**src/rtl/id_ex_stage.sv**
```systemverilog
// ID/EX pipeline register with load-use bubble insertion, flush/stall control and a saturating bubble counter.
// Optional writeback-to-operand bypass is enabled by defining WB_BYPASS_EN.
module id_ex_stage #(
  parameter int CNT_W = 16
) (
  input  logic             clk,
  input  logic             rst,
  input  logic             Stall,
  input  logic             Flush,
  input  logic             in_RegWrite,
  input  logic             in_MemRead,
  input  logic             in_MemWrite,
  input  logic             in_ALUSrc,
  input  logic [2:0]       in_ALUOp,
  input  logic [4:0]       in_Rs,
  input  logic [4:0]       in_Rt,
  input  logic [4:0]       in_Rd,
  input  logic [31:0]      in_Imm,
  input  logic [31:0]      in_PC4,
  input  logic [31:0]      ReadData1,
  input  logic [31:0]      ReadData2,
  input  logic             WB_RegWrite,
  input  logic [4:0]       WB_WriteReg,
  input  logic [31:0]      WB_WriteData,
  output logic             out_Valid,
  output logic             out_RegWrite,
  output logic             out_MemRead,
  output logic             out_MemWrite,
  output logic             out_ALUSrc,
  output logic [2:0]       out_ALUOp,
  output logic [4:0]       out_Rs,
  output logic [4:0]       out_Rt,
  output logic [4:0]       out_Rd,
  output logic [31:0]      out_Imm,
  output logic [31:0]      out_PC4,
  output logic [31:0]      out_A,
  output logic [31:0]      out_B,
  output logic             HazardStall,
  output logic [CNT_W-1:0] BubbleCount
);

  typedef struct packed {
    logic        valid;
    logic        reg_write;
    logic        mem_read;
    logic        mem_write;
    logic        alu_src;
    logic [2:0]  alu_op;
    logic [4:0]  rs;
    logic [4:0]  rt;
    logic [4:0]  rd;
    logic [31:0] imm;
    logic [31:0] pc4;
    logic [31:0] a;
    logic [31:0] b;
  } stage_t;

  stage_t           stage_d, stage_q;
  logic [CNT_W-1:0] cnt_d, cnt_q;
  logic [31:0]      op_a, op_b;
  logic             hazard;

`ifdef WB_BYPASS_EN
  // Writeback lands in the register file on the same edge we capture, so forward it here.
  assign op_a = (WB_RegWrite && WB_WriteReg != 5'd0 && WB_WriteReg == in_Rs) ? WB_WriteData : ReadData1;
  assign op_b = (WB_RegWrite && WB_WriteReg != 5'd0 && WB_WriteReg == in_Rt) ? WB_WriteData : ReadData2;
`else
  logic unused_wb;
  assign unused_wb = ^{WB_RegWrite, WB_WriteReg, WB_WriteData};
  assign op_a      = ReadData1;
  assign op_b      = ReadData2;
`endif

  // A load in EX whose destination feeds the instruction now in ID must wait one cycle.
  assign hazard = stage_q.valid & stage_q.mem_read & (stage_q.rt != 5'd0) &
                  ((stage_q.rt == in_Rs) | (stage_q.rt == in_Rt));

  always_comb begin
    // NOTE: default every combinational output first so no path leaves a latch behind.
    stage_d = stage_q;
    cnt_d   = cnt_q;
    if (Flush || (!Stall && hazard)) begin
      stage_d = '0;
      if (cnt_q != {CNT_W{1'b1}}) cnt_d = cnt_q + CNT_W'(1);
    end else if (!Stall) begin
      stage_d = '{valid: 1'b1, reg_write: in_RegWrite, mem_read: in_MemRead,
                  mem_write: in_MemWrite, alu_src: in_ALUSrc, alu_op: in_ALUOp,
                  rs: in_Rs, rt: in_Rt, rd: in_Rd, imm: in_Imm, pc4: in_PC4,
                  a: op_a, b: op_b};
    end
  end

  always_ff @(posedge clk or negedge rst) begin
    // NOTE: state registers use non-blocking assignment so every flop samples pre-edge values.
    if (!rst) begin
      stage_q <= '0;
      cnt_q   <= '0;
    end else begin
      stage_q <= stage_d;
      cnt_q   <= cnt_d;
    end
  end

  assign out_Valid    = stage_q.valid;
  assign out_RegWrite = stage_q.reg_write;
  assign out_MemRead  = stage_q.mem_read;
  assign out_MemWrite = stage_q.mem_write;
  assign out_ALUSrc   = stage_q.alu_src;
  assign out_ALUOp    = stage_q.alu_op;
  assign out_Rs       = stage_q.rs;
  assign out_Rt       = stage_q.rt;
  assign out_Rd       = stage_q.rd;
  assign out_Imm      = stage_q.imm;
  assign out_PC4      = stage_q.pc4;
  assign out_A        = stage_q.a;
  assign out_B        = stage_q.b;
  assign HazardStall  = hazard;
  assign BubbleCount  = cnt_q;

endmodule

```
**config.mk**
```make
export PLATFORM = sky130hd
export DESIGN_NAME = id_ex_stage
export DESIGN_NICKNAME = d
export VERILOG_FILES = /design/src/rtl/id_ex_stage.sv
export SDC_FILE = /design/constraint.sdc
export NUM_CORES = 1
export LEC_CHECK = 0
export ABC_AREA = 1
export BUFFER_PORTS_ARGS = -buffer_cell sky130_fd_sc_hd__buf_2
export CAP_MARGIN = 20
export CORE_AREA = 2 2 139 141
export DETAILED_ROUTE_END_ITERATION = 12
export DIE_AREA = 0 0 141 143
export GPL_TIMING_DRIVEN = 0
export PLACE_DENSITY = 0.73
export SYNTH_ARGS = -nofsm -noshare
export SYNTH_HDL_FRONTEND = slang
export SYNTH_SLANG_ARGS = --single-unit
```
**constraint.sdc**
```tcl
create_clock -name clk -period 4.3 [get_ports clk]
set_input_delay 0 -clock clk [delete_from_list [all_inputs] [get_ports clk]]
set_output_delay 0 -clock clk [all_outputs]
set_load 0.005 [all_outputs]
```
==> flow_summary.ini, run 1 <==
[timing]
max-slew-margin-rel = 0.5093
drv_slew = 0
rsz0062_at_grt = false
min_period_ns = 1.917
period_share = 0.4458
max_slew.worst_pin.slew_ns = 0.7360
finalSetupViolations = 0
skew_ns = 0.009355
holdWs_ns = 0.07459
fmax_mhz = 521.6
fin_tns_setup_ns = 0
hold_viol = 0

[setup_path]
crit_type = reg -> reg
critPathMaxFanout = 10
slowest_delay_ns = 0.44
crit_path_end_kind = flop
cp-start-kind = flop
worstPathCellList = ha_1, nand3_1, nor2_1, inv_1, nor2_1, nand3_2, buf_2, nand3_1, nand2_1
cp_slowest_cell = dfrtp_1
path_buf_inv = 2
crit_required_ns = 4.60
cpLargestDelayFamily = simple AND/OR/NAND/NOR gates
cp.arrival_ns = 2.22

[placed_design]
io_buffers = 321
globalplace.congestion = 0.8099
dp.cells = 1398
place_area_um2 = 9158
dpl.hpwl_mm = 15.75

[cts]
cts_tree = built
cts.sinks = 167
htree_levels = 4
cts_buffer_depth = 2
cts_root_buf = clkbuf_16
cts_made_buffers = 17
cts.clk_slew.worst_paths_ns = 0.07
postCtsSetupBuffers = 0
clock_insertion_delay_worst_skew_ns = 0.41

[finish]
fillers = 1491
final_cells = 1579
drive_above_1_share = 0.2981
final_nets = 1527
multi_input_area_um2 = 2635
seqCellArea_um2 = 4179
areaGrowthSynthToFinish_pct = 55.85
diodes = 0
final_area_um2 = 11250

[flow_run]
maxCapViolations = 0

[synthesis]
yosys.area.top_type = dfrtp_1
syn_inst = 842
syn_nets = 1035
synth_cell_types = 20
netlist.area_leader.share = 0.5788
synth_area_um2 = 7221
synth_seq_cells = 167
ys_warn_count = 0
syn_avg_cell_area_um2 = 8.576
yosysSeqAreaShare = 0.5788
ys_top_cells_by_area = dfrtp_1, nand2_1, nand3_1

[global_route]
grt_pass1_wl_mm = 38.77
grt_pass1_vias = 7562
grt_usage = 0.2416
grt-ovfl-total = 0
grt_max_degree = 100
grt_antenna_before_repair = 0

[routing]
drc_errors = 0
drt_wl_total_mm = 24.94
detail_route.iter0.violations = 368
first_pass_iters = 6
viasPerCell = 4.908
drt.antenna.violating_nets = 0
wl_per_cell_um = 15.80
route.vias.total = 7750

[die]
coreArea_um2 = 18580
io_pins = 360
rows = 50
dieArea_um2 = 20160
die_w_um = 141
start_util = 0.3886
die_h_um = 143

[power_and_ir_drop]
finalPower_w = 0.004087
ir_drop_uv = 246.3
p_per_area_nw_per_um2 = 363.2
p_leak_nw = 6.337

[status]
outcome = finished clean

[worst_hold_path]
hold_path.class = in -> reg
## cell families after synthesis
family / after synthesis / synth area share
xor gates and xnor gates: 11 / 0.01334
adders and majority gates: 1 / 0.001733
buffers and inverters: 82 / 0.05632
DFF: 167 / 0.5788
and+or+nand+nor: 581 / 0.3499
## cell usage in the layout (no fill, tap or decap)
cell type / n
clkbuf_16: 17
nand2_2: 1
bufinv_16: 2
buf_16: 1
clkinv_4: 2
inv_1: 26
xor2_1: 7
clkbuf_8: 1
nor3_1: 4
clkbuf_1: 24
nor4_1: 1
inv_2: 4
buf_2: 330
nand2_4: 1
nand3_1: 155
buf_1: 6
nand2_1: 374
xnor2_1: 4
ha_1: 1
nor2_1: 23
buf_4: 1
clkinvlp_4: 4
inv_8: 1
buf_8: 1
dlygate4sd3_1: 151
nand3_2: 21
nand4_1: 1
buf_6: 11
inv_6: 3
dfrtp_1: 167
## per-layer routing
metal / routed length, um / share of wire / track usage
met5: 0 / 0 / 0
met4: 825 / 0.033 / 0.09158
met3: 1990 / 0.080 / 0.07009
met2: 12060 / 0.48 / 0.4085
met1: 10070 / 0.40 / 0.2945
## layout make-up
class | instances | area share
clock inverter | 12 | 0.01290
sequential | 167 | 0.3714
timing repair buffer | 473 | 0.2804
inverter | 30 | 0.01001
buffer | 52 | 0.02613
tap | 234 | 0.02602
clock buffer | 18 | 0.03903
multi-input combinational | 593 | 0.2342
## tightest hold or removal path, stage by stage
cell and delay (ns):
buf_2 0.09, inv_1 0.05, nand2_1 0.16, nand2_1 0.07, nand2_1 0.05, nand2_1 0.04
## power breakdown
group	internal, W	total (W)	switching [W]	leakage, nW
clock network	0.000877	0.00153	0.000655	0.273
registers	0.00172	0.00182	0.000109	2.13
logic	0.000356	0.000730	0.000374	3.93
## sequential cells by signal, summed over array words and instances, names as in the netlist
name / count
BubbleCount: 16
out_A: 32
out_ALUOp: 3
out_ALUSrc: 1
out_B: 32
out_Imm: 32
out_MemRead: 1
out_MemWrite: 1
out_PC4: 32
out_Rd: 5
out_RegWrite: 1
out_Rs: 5
out_Rt: 5
out_Valid: 1
## what timing repair did
item	4_1_cts	5_1_grt
hold endpoints to repair	218	0
gates resized for setup	0	0
hold buffers	151	0
## worst paths after layout
path | depth (start not counted) | slack [ns] | from | end
worst min register to register | 2 | 0.47 | out_B[19]$_DFFE_PN0P_ | out_B[19]$_DFFE_PN0P_
worst max-delay path | 9 | 2.38 | BubbleCount[0]$_DFFE_PN0P_ | BubbleCount[1]$_DFFE_PN0P_
worst max register to register | 9 | 2.38 | BubbleCount[0]$_DFFE_PN0P_ | BubbleCount[1]$_DFFE_PN0P_
max in group asynchronous | 3 | 3.31 | rst | out_PC4[18]$_DFFE_PN0P_
worst min-delay path | 6 | 0.07 | Flush | BubbleCount[15]$_DFFE_PN0P_
min in group asynchronous | 2 | 0.11 | rst | BubbleCount[5]$_DFFE_PN0P_
## Yosys cell counts, drive strengths merged
master	instances
inv	30
clkbuf	24
dfrtp	167
nor2	23
nand4	1
nand3	176
xnor2	4
buf	28
nor3	4
xor2	7
nor4	1
nand2	376
ha	1
## through the flow
step                setup WS [ns]  utilization
floorplan                   2.695            -
global placement           0.5958       0.4908
detailed placement          2.282       0.4929
CTS                         2.375       0.6057
global route                2.181       0.6057
finish                      2.383       0.6057
No activity file was read; power rests on OpenSTA's default activity.
==> run 2, diff against run 1 <==
==> config.mk (replaced) <==
export PLATFORM = sky130hd
export DESIGN_NAME = id_ex_stage
export DESIGN_NICKNAME = d
export VERILOG_FILES = /design/src/rtl/id_ex_stage.sv
export SDC_FILE = /design/constraint.sdc
export NUM_CORES = 1
export LEC_CHECK = 0
export ABC_AREA = 0
export BUFFER_PORTS_ARGS = -buffer_cell sky130_fd_sc_hd__buf_2
export CAP_MARGIN = 20
export CORE_AREA = 2 2 141 143
export DETAILED_ROUTE_END_ITERATION = 12
export DIE_AREA = 0 0 143 145
export GPL_TIMING_DRIVEN = 0
export PLACE_DENSITY = 0.65
export SYNTH_ARGS = -nofsm -noshare
export SYNTH_HDL_FRONTEND = slang
export SYNTH_SLANG_ARGS = --single-unit
==> constraint.sdc (replaced) <==
create_clock -name clk -period 1.77 [get_ports clk]
set_input_delay 0 -clock clk [delete_from_list [all_inputs] [get_ports clk]]
set_output_delay 0 -clock clk [all_outputs]
set_load 0.005 [all_outputs]
==> run 2 against run 1 <==
  * The flow now finishes with violations (setup timing)
  * Wire length shrank 16%
  * Global-route usage shrank 4.4 points
  * Synthesized cell count fell by 49%
  * First-iteration DRC count decreased by 48%
  * Hold slack improved by 0.035 ns
  * Non-clock buffer count down 5
  * Cell count down 23%
  * Critical endpoint is now out_Imm[25]$_DFFE_PN0P_
==> flow_summary.ini, run 2 <==
[flow_run]
maxCapViolations = 0

[routing]
viasPerCell = 4.781
detail_route.iter0.violations = 191
top_layer_used = met4
met2_length_mm = 10.41
first_pass_iters = 4
wl_per_cell_um = 17.26
wl_met3_mm = 1.572
drt.antenna.violating_nets = 0
wl_met1_mm = 8.384
drt_wl_total_mm = 20.92
route.vias.total = 5795
drc_errors = 0

[cts]
cts_root_buf = clkbuf_16
htree_levels = 4
cts.clk_slew.worst_paths_ns = 0.07
cts_buffer_depth = 2
clock_insertion_delay_worst_skew_ns = 0.42
cts_tree = built
cts.sinks = 167
cts_made_buffers = 17

[synthesis]
synth_cell_types = 27
syn_inst = 428
yosys.area.top_type = dfrtp_1
synth_area_um2 = 6178
synth_edf_count = 0
ys_warn_count = 0
yosysMostFrequentCell = dfrtp_1
netlist.area_leader.share = 0.6764
syn_nets = 621
yosysSeqAreaShare = 0.6764
async_reset_ff_frac = 1.000
synth_seq_cells = 167
synth_commonest_cells = dfrtp_1, a22o_1, clkbuf_1, xnor2_1
ys.flop_type = dfrtp_1
ys_top_cells_by_area = dfrtp_1, a22o_1, xnor2_1
syn_avg_cell_area_um2 = 14.44

[die]
die_w_um = 143
die_h_um = 145
dieArea_um2 = 20740
coreArea_um2 = 19210
start_util = 0.3217
rows = 51
io_pins = 360

[finish]
fillers = 1558
drive_above_1_share = 0.4213
diodes = 0
final_common_cell = buf_2
layout_common_cells = buf_2, dfrtp_1, dlygate4sd3_1
areaGrowthSynthToFinish_pct = 72.28
final_nets = 1127

[setup_path]
crit_required_ns = 2.12
critPathMaxFanout = 10
r2r-end = out_Imm[25]$_DFFE_PN0P_
cp.arrival_ns = 2.46
reg2reg_from = out_Rt[2]$_DFFE_PN0P_
slowest_delay_ns = 0.54
setup.worst_path.end = out_Imm[25]$_DFFE_PN0P_
r2r_slack_ns = -0.34
worstPathCellList = or4_4, o211ai_1, nor2_2, nor3_4, buf_6, buf_12, buf_8, a22o_1
cp-start-kind = flop
crit_type = reg -> reg
setup.worst_path.start = out_Rt[2]$_DFFE_PN0P_
crit_path_end_kind = flop
reg2regPathDepth = 8
cp_slowest_cell = or4_4

[status]
violations = setup timing
outcome = finished with violations

[global_route]
grt-ovfl-total = 0
grt_antenna_before_repair = 0
grt_pass1_wl_mm = 31.95
grt_pass1_vias = 5978
grt_usage = 0.1971
grt_max_degree = 96

[placed_design]
globalplace.congestion = 0.7765
place_ws_ns = -0.7092
io_buffers = 321
dpl.hpwl_mm = 13.00

[timing]
hold_viol = 0
holdWs_ns = 0.1100
fin_ws_ns = -0.3435
finalSetupViolations = 167
max-slew-margin-rel = 0.4677
min_period_ns = 2.113
drv_slew = 0
fmax_mhz = 473.2
period_share = 1.194
skew_ns = 0.008038
max_slew.worst_pin.slew_ns = 0.7985
rsz0062_at_grt = true

[power_and_ir_drop]
p_per_area_nw_per_um2 = 894.3
ir_drop_uv = 608.7
p_leak_nw = 5.582

[worst_hold_path]
hold_path.class = in -> reg
run 2: report_power, final:
| part | switching [W] | internal, W | total (W) | leakage (nW) |
|---|---|---|---|---|
| registers | 0.000223 | 0.00409 | 0.00431 | 2.22 |
| clock network | 0.00168 | 0.00198 | 0.00366 | 0.268 |
| logic | 0.000657 | 0.000894 | 0.00155 | 3.10 |
| total | 0.00256 | 0.00696 | 0.00952 | 5.58 |
run 2: cell type report:
cell class	count	area [um^2]	area share
Sequential cell	167	4182	0.3929
Multi-Input combinational cell	223	1878	0.1764
Clock inverter	14	140.1	0.01317
Buffer	33	314.1	0.02950
Clock buffer	18	429.2	0.04032
Timing Repair Buffer	487	3351	0.3148
Tap cell	265	331.6	0.03115
Inverter	5	18.77	0.001763
run 2: what timing repair did:
| item | in CTS | in global routing |
|---|---|---|
| pin swaps | 1 | 8 |
| cloned | 1 | 3 |
| setup endpoints to repair | 167 | 167 |
| setup buffers | 4 | 4 |
| hold buffers | 153 | 0 |
| hold endpoints to repair | 223 | 0 |
| gates resized for setup | 36 | 28 |
run 2: kinds of logic (layout without fill, tap and decap cells):
| logic type | after synthesis | after routing | share of synthesized area |
|---|---|---|---|
| flops | 167 | 167 | 0.6764 |
| mux | 2 | 2 | 0.003645 |
| compound gates | 158 | 158 | 0.2213 |
| buf+inv | 38 | 557 | 0.03099 |
| fa+ha+maj | 1 | 1 | 0.002025 |
| xor+xnor | 24 | 24 | 0.03402 |
| simple gates | 38 | 38 | 0.03159 |
run 2: how the worst min path moves through the flow:
stage	cells after the start	endpoint	from	slack, ns
after floorplan	0	BubbleCount[0]$_DFFE_PN0P_	rst	-0.30
after global placement	2	out_ALUOp[1]$_DFFE_PN0P_	in_ALUOp[1]	0.22
after detailed placement	1	out_Imm[8]$_DFFE_PN0P_	rst	-0.005
after CTS	5	out_Valid$_DFFE_PN0P_	Stall	0.12
after global routing	5	out_Valid$_DFFE_PN0P_	Stall	0.13
final	5	out_Valid$_DFFE_PN0P_	Stall	0.11
run 2: routing by layer:
layer  global-route usage  up-vias
met1               0.2350     2842
met2               0.3371      272
met3              0.05479       36
met4              0.07277        0
li1                     -     2645
met5                    0        -
run 2: metrics by stage:
stage | instance area [um^2] | TNS (ns) | util | total power, W | std cells
3_5_place_dp | 8157 | -97.07 | 0.4247 | 0.005499 | 1015
2_1_floorplan | 6181 | -22.11 | - | 0.004806 | 428
4_1_cts | 10420 | -49.84 | 0.5425 | 0.009513 | 1205
5_1_grt | 10640 | -59.70 | 0.5542 | 0.009976 | 1212
3_3_place_gp | 8119 | -397.91 | 0.4227 | 0.005472 | 1014
6_report | 10640 | -47.88 | 0.5542 | 0.009519 | 1212
run 2: critical path: cells and delay by family (launching register included):
kind,cells,cell delay [ns]
and+or+nand+nor,3,0.77
DFF,1,0.46
buffers and inverters,3,0.44
AOI/OAI and AO/OA,2,0.37
